[src/rtl/decoder_pipe_pkg.sv]
// Shared types and helpers for the decoder_pipe slice.
// Holds the skid-buffer state encoding and the parity helper used by the top.
package decoder_pipe_pkg;

  // Skid buffer occupancy: nothing, output register only, output plus skid.
  // The encoding 2'd3 is never produced and falls back to EMPTY behaviour.
  typedef enum logic [1:0] {
    ST_EMPTY = 2'd0,
    ST_ONE   = 2'd1,
    ST_FULL  = 2'd2
  } skidState_e;

  localparam int STATE_W = 2;

  // True when the XOR of all bits is zero, i.e. the word has even parity.
  function automatic logic evenParityOk(input logic [31:0] word, input int width);
    logic acc;
    acc = 1'b0;
    for (int i = 0; i < width; i++) begin
      acc = acc ^ word[i];
    end
    return !acc;
  endfunction

endpackage

[src/rtl/decoder_skid.sv]
// Generic 2-entry valid/ready skid buffer.
// in_ready_o comes straight from the state register, so there is no
// combinational path from either valid or ready input to the upstream ready.
// Entries are emitted in arrival order; a word is never dropped or repeated.
module decoder_skid
  import decoder_pipe_pkg::*;
#(
  parameter int WIDTH = 4
) (
  input  logic             clk,
  input  logic             rst,
  input  logic             in_valid_i,
  output logic             in_ready_o,
  input  logic [WIDTH-1:0] in_data_i,
  output logic             out_valid_o,
  input  logic             out_ready_i,
  output logic [WIDTH-1:0] out_data_o
);

  skidState_e       state_q, state_d;
  logic [WIDTH-1:0] outData_q, outData_d;
  logic [WIDTH-1:0] skidData_q, skidData_d;
  logic             accept;
  logic             deliver;

  assign in_ready_o  = (state_q != ST_FULL);
  assign out_valid_o = (state_q == ST_ONE) || (state_q == ST_FULL);
  assign out_data_o  = outData_q;
  assign accept      = in_valid_i && in_ready_o;
  assign deliver     = out_valid_o && out_ready_i;

  // Next-state and data-movement logic for the three occupancy levels.
  always_comb begin
    state_d    = state_q;
    outData_d  = outData_q;
    skidData_d = skidData_q;
    unique case (state_q)
      ST_ONE: begin
        if (accept && !deliver) begin
          state_d    = ST_FULL;
          skidData_d = in_data_i;
        end else if (accept && deliver) begin
          state_d   = ST_ONE;
          outData_d = in_data_i;
        end else if (deliver) begin
          state_d = ST_EMPTY;
        end
      end
      ST_FULL: begin
        if (deliver) begin
          state_d   = ST_ONE;
          outData_d = skidData_q;
        end
      end
      default: begin
        // EMPTY, and the unreachable encoding which recovers as EMPTY.
        state_d = ST_EMPTY;
        if (accept) begin
          state_d   = ST_ONE;
          outData_d = in_data_i;
        end
      end
    endcase
  end

  // State and storage registers; reset discards both entries.
  always_ff @(posedge clk) begin
    if (rst) begin
      state_q    <= ST_EMPTY;
      outData_q  <= '0;
      skidData_q <= '0;
    end else begin
      state_q    <= state_d;
      outData_q  <= outData_d;
      skidData_q <= skidData_d;
    end
  end

endmodule

[src/rtl/decoder_pipe.sv]
// Registered binary-to-one-hot decoder with valid/ready on both sides.
// Decoding happens at accept; the decoded word rides through a 2-entry skid
// buffer. A saturating counter tracks output handshakes since reset.
// Optional feature macro: DECODER_PIPE_PARITY_EN adds in_par/out_err and an
// even-parity check over {in_par, in_code}; bad words travel as out_hot=0
// with out_err=1 in the same entry.
module decoder_pipe
  import decoder_pipe_pkg::*;
#(
  parameter  int IN_W  = 2,
  parameter  int CNT_W = 16,
  localparam int OUT_W = 1 << IN_W
) (
  input  logic             clk,
  input  logic             rst,
  input  logic             in_valid,
  output logic             in_ready,
  input  logic [IN_W-1:0]  in_code,
`ifdef DECODER_PIPE_PARITY_EN
  input  logic             in_par,
  output logic             out_err,
`endif
  output logic             out_valid,
  input  logic             out_ready,
  output logic [OUT_W-1:0] out_hot,
  output logic [CNT_W-1:0] out_cnt
);

`ifdef DECODER_PIPE_PARITY_EN
  localparam int ENTRY_W = OUT_W + 1;
`else
  localparam int ENTRY_W = OUT_W;
`endif

  logic [OUT_W-1:0]   decodedHot;
  logic [ENTRY_W-1:0] entryIn;
  logic [ENTRY_W-1:0] entryOut;
  logic               skidValid;
  logic               deliver;
  logic [CNT_W-1:0]   cnt_q, cnt_d;

  assign decodedHot = {{(OUT_W-1){1'b0}}, 1'b1} << in_code;

`ifdef DECODER_PIPE_PARITY_EN
  logic parityGood;
  assign parityGood = evenParityOk(32'({in_par, in_code}), IN_W + 1);
  assign entryIn    = parityGood ? {1'b0, decodedHot} : {1'b1, {OUT_W{1'b0}}};
  assign out_err    = skidValid && entryOut[OUT_W];
`else
  assign entryIn = decodedHot;
`endif

  decoder_skid #(
    .WIDTH(ENTRY_W)
  ) u_skid (
    .clk        (clk),
    .rst        (rst),
    .in_valid_i (in_valid),
    .in_ready_o (in_ready),
    .in_data_i  (entryIn),
    .out_valid_o(skidValid),
    .out_ready_i(out_ready),
    .out_data_o (entryOut)
  );

  assign out_valid = skidValid;
  assign out_hot   = skidValid ? entryOut[OUT_W-1:0] : '0;
  assign deliver   = skidValid && out_ready;
  assign out_cnt   = cnt_q;

  // Count output handshakes, holding at all-ones instead of wrapping.
  always_comb begin
    cnt_d = cnt_q;
    if (deliver && (cnt_q != {CNT_W{1'b1}})) begin
      cnt_d = cnt_q + 1'b1;
    end
  end

  // Counter register, cleared by reset.
  always_ff @(posedge clk) begin
    if (rst) begin
      cnt_q <= '0;
    end else begin
      cnt_q <= cnt_d;
    end
  end

endmodule

[config.mk]
export PLATFORM = sky130hd
export DESIGN_NAME = decoder_pipe
export DESIGN_NICKNAME = d
export VERILOG_FILES = /design/src/rtl/decoder_pipe_pkg.sv /design/src/rtl/decoder_skid.sv /design/src/rtl/decoder_pipe.sv
export SDC_FILE = /design/constraint.sdc
export NUM_CORES = 1
export LEC_CHECK = 0
export CAP_MARGIN = 20
export CORE_UTILIZATION = 47
export DETAILED_ROUTE_END_ITERATION = 6
export GPL_TIMING_DRIVEN = 0
export HOLD_SLACK_MARGIN = 0.06
export PLACE_DENSITY = 0.83
export SKIP_LAST_GASP = 1
export SLEW_MARGIN = 20
export SYNTH_ARGS = -nofsm -noshare
export SYNTH_HDL_FRONTEND = slang
export SYNTH_SLANG_ARGS = --single-unit
[constraint.sdc]
create_clock -name clk -period 1.9 [get_ports clk]
set_input_delay 0.19 -clock clk [delete_from_list [all_inputs] [get_ports clk]]
set_output_delay 0.19 -clock clk [all_outputs]
set_load 0.02 [all_outputs]
==> results.txt <==
----------------------------------------------------
[STA]
  Achievable frequency ... 546 MHz
  Ratio of final minimum period to clock period ... 96.5%
  Number of failing hold endpoints at the final stage ... 0
  Setup repair after global routing missed its margin ... false
  Measured slew at the worst slew-check pin ... 536 ps
  Fin Clk Skew ... 1.15 ps
  Final hold slack ... 220 ps
  Max-Slew Margin vs Limit ... 64.3%
  Smallest setup slack after layout ... 67.4 ps
  Final setup violating endpoints ... 0
  Slew Viols, Final ... 0
  Time the final worst path needs with I/O delays and setup ... 1830 ps
  Final setup TNS ... 0 ps

[Synthesis]
  EDFF count, synth ... 0
  Async set-or-reset flop fraction in the synthesized netlist ... 0%
  Cell type with the highest aggregate area in the netlist ... dfxtp_1
  Number of warning messages in the yosys log ... 0
  Most instantiated library cell after synthesis ... dfxtp_1
  Unique cell type count in the Yosys netlist ... 41
  Synthesized Nets ... 189
  Post-synth top cells ... dfxtp_1, nor2_1, a21oi_1
  Yosys top cell area share ... 34.0%
  Ys flop type ... dfxtp_1
  Mean instance size in the synthesized netlist ... 8.56 sq um
  Post-Synthesis Cell Area ... 1530 sq um
  Number of register bits inferred by synthesis ... 26
  Top area cells in the synthesized netlist ... dfxtp_1, nor2b_1, a21oi_1
  Cell count after synthesis ... 179
  Portion of the post-synthesis area used by sequential elements ... 34.0%

[Clocking]
  Clock network latency to the later pin of the worst-skew pair ... 320 ps
  H-Tree Level Count ... 1
  CTS Root Cell ... clkbuf_4
  Deepest clock path buffer count ... 2
  CTS tree ... built
  CTS clk-pin slew, worst paths ... 140 ps
  Number of buffers inserted for hold repair after clock tree synthesis ... 0
  Number of buffers created by CTS ... 3
  CTS Sinks ... 26

[Place]
  # port buffers ... 26
  Dpl cell area ... 1850 sq um
  Placed Cells incl. Taps ... 249
  Detailed-placement wirelength estimate ... 2.25 mm
  Routability cong. ... 0.802
  Worst Setup Slack post-DPL ... -56.7 ps

[Floorplanning]
  I/O pin count ... 28
  Die Outline Area ... 3490 sq um
  Area of the core region ... 3080 sq um
  Row count ... 20
  Die H ... 59.1 um
  Width of the chip ... 59.1 um
  Initial Util ... 49.8%

[Global routing]
  Vias in the first global route ... 1233
  Wire length of the first global-routing pass ... 5.23 mm
  Total global routing track utilization ... 19.1%
  Overflow left after global routing ... 0
  Antenna violations before repair ... 0
  Pin count of the biggest net entering global routing ... 16

[Route]
  Detailed Route Iter0 Violations ... 60
  Final ANT Viol Nets ... 0
  Pre-antenna DRT Iters ... 4
  Number of vias per cell ... 5.45
  DRC ... 0
  Routed Wire Length ... 3.05 mm
  Detailed-route via count ... 1394
  Average detailed-routed wire length per instance ... 11.9 um

[Worst setup path]
  Crit-path slowest cell ... clkdlybuf4s50_1
  CP cell instances ... inv_2 > ha_4 > inv_1 > clkdlybuf4s50_1
  Critical path startpoint category ... flip-flop
  Maximum net fanout on the critical path ... 4
  CP Data Required Time ... 1710 ps
  Type of the worst setup path ... reg -> out
  CP peak stage delay ... 640 ps
  Worst reg2reg startpoint ... u_skid.state_q[0]$_SDFFE_PP0P_
  CP arrival ... 1640 ps
  Worst path bufs/invs ... 3
  Endpoint class of the critical path ... primary output
  Reg2Reg Depth ... 7
  Worst-case register-to-register setup slack ... 90 ps
  End of the worst register-to-register path ... out_cnt[9]$_SDFFE_PP0P_
  Top Family by Delay on Critical Path ... buffers and inverters

[Pwr]
  Static Leakage ... 0.723 nW
  Peak supply drop ... 0.000416 V
  Pwr Density ... 581 nW/um^2
  Post-layout total power ... 1.13 mW

[Cells and area]
  Diode insertion count for antenna repair ... 0
  Number of nets in the final layout ... 223
  Register cell area after layout ... 523 sq um
  Fraction of final layout cells with drive strength greater than 1 ... 14.2%
  Area delta synth->final ... 27.5%
  Area used by multi-input combinational logic ... 958 sq um
  Final instance area ... 1950 sq um
  Filler Cells Inserted ... 287
  Fin cells ... 256
  Final core utilization ... 63.5%

[Hold path]
  Number of cells traversed by the worst hold path ... 4
  Hold path startpoint ... out_ready
  WHS Endpoint ... u_skid.state_q[1]$_SDFFE_PP0P_
  Hold WC Path Type ... in -> reg

[Job]
  MaxCap Viol Count ... 0

[Status]
  Result of the run ... finished, final reports clean

----------------------------------------------------
cells by family after synthesis:
| kind of cell | share of synthesized area [%] |
|---|---|
| buffers and inverters | 4.74 |
| and+or+nand+nor | 35.0 |
| DFF | 34.0 |
| AOI/OAI and AO/OA | 14.0 |
| muxes | 9.07 |
| adders and majority gates | 3.27 |
final cells by class:
cell class                      count  share of cell area (%)
Tap cell                           44                    2.82
Clock inverter                      1                    1.54
Buffer                              8                    2.88
Inverter                            7                    1.35
Sequential cell                    26                    26.8
Clock buffer                        3                    1.15
Timing Repair Buffer               29                    14.4
Multi-Input combinational cell    138                    49.1
worst max path at each step:
stage / endpoint / slack, ps / start / depth (start not counted)
global route: out_cnt[9]$_SDFFE_PP0P_ / 10 / u_skid.state_q[0]$_SDFFE_PP0P_ / 7
CTS: out_cnt[12]$_SDFFE_PP0P_ / -0.4 / u_skid.state_q[0]$_SDFFE_PP0P_ / 8
global placement: out_cnt[15]$_SDFFE_PP0P_ / -40 / u_skid.state_q[0]$_SDFFE_PP0P_ / 7
finish: in_ready / 70 / u_skid.state_q[0]$_SDFFE_PP0P_ / 4
floorplan: u_skid.out_data_o[0]$_SDFFE_PP0P_ / 40 / u_skid.state_q[0]$_SDFFE_PP0P_ / 7
detailed placement: out_cnt[14]$_SDFFE_PP0P_ / -60 / u_skid.state_q[0]$_SDFFE_PP0P_ / 7
metal layers:
metal	global-route usage, %	part of all wire [%]
met1	22.3	46
met2	35.7	50
met3	4.15	3.0
met4	3.40	0.56
met5	0	0
cells in the final DEF, fill, tap and decap left out, types with 5 or more instances in the layout:
cell type         n
mux2_2            7
nor2_1           18
dfxtp_1          24
inv_1             6
o21ai_0           5
clkdlybuf4s50_1  21
nand2b_1          5
mux2i_1           6
nor2b_1          15
nand4_1           6
nand2_1           9
a21oi_1          16
nor3_1            7
worst reg2reg max path, cell delays in order (launching register included):
cell and delay [ps]:
dfxtp_2 360, inv_2 50, ha_4 250, and4b_1 260, buf_6 130, nand2_4 60
or4_4 510, a21oi_2 130
flip-flops by register name (all words and copies together), names as in the netlist:
signal	flops
out_cnt	16
u_skid.out_data_o	4
u_skid.skidData_q	4
u_skid.state_q	2
repair_timing:
item | CTS | global route
pin swaps | 2 | 1
resized for setup | 12 | 5
endpoints found under the setup margin | 14 | 11
setup buffers | 1 | 2
where the power goes:
part           internal, mW  switching, mW
sequential            0.561        0.00924
combinational        0.0893         0.0982
clock                 0.213          0.163
Note: power is estimated with default switching activity, not from simulation.
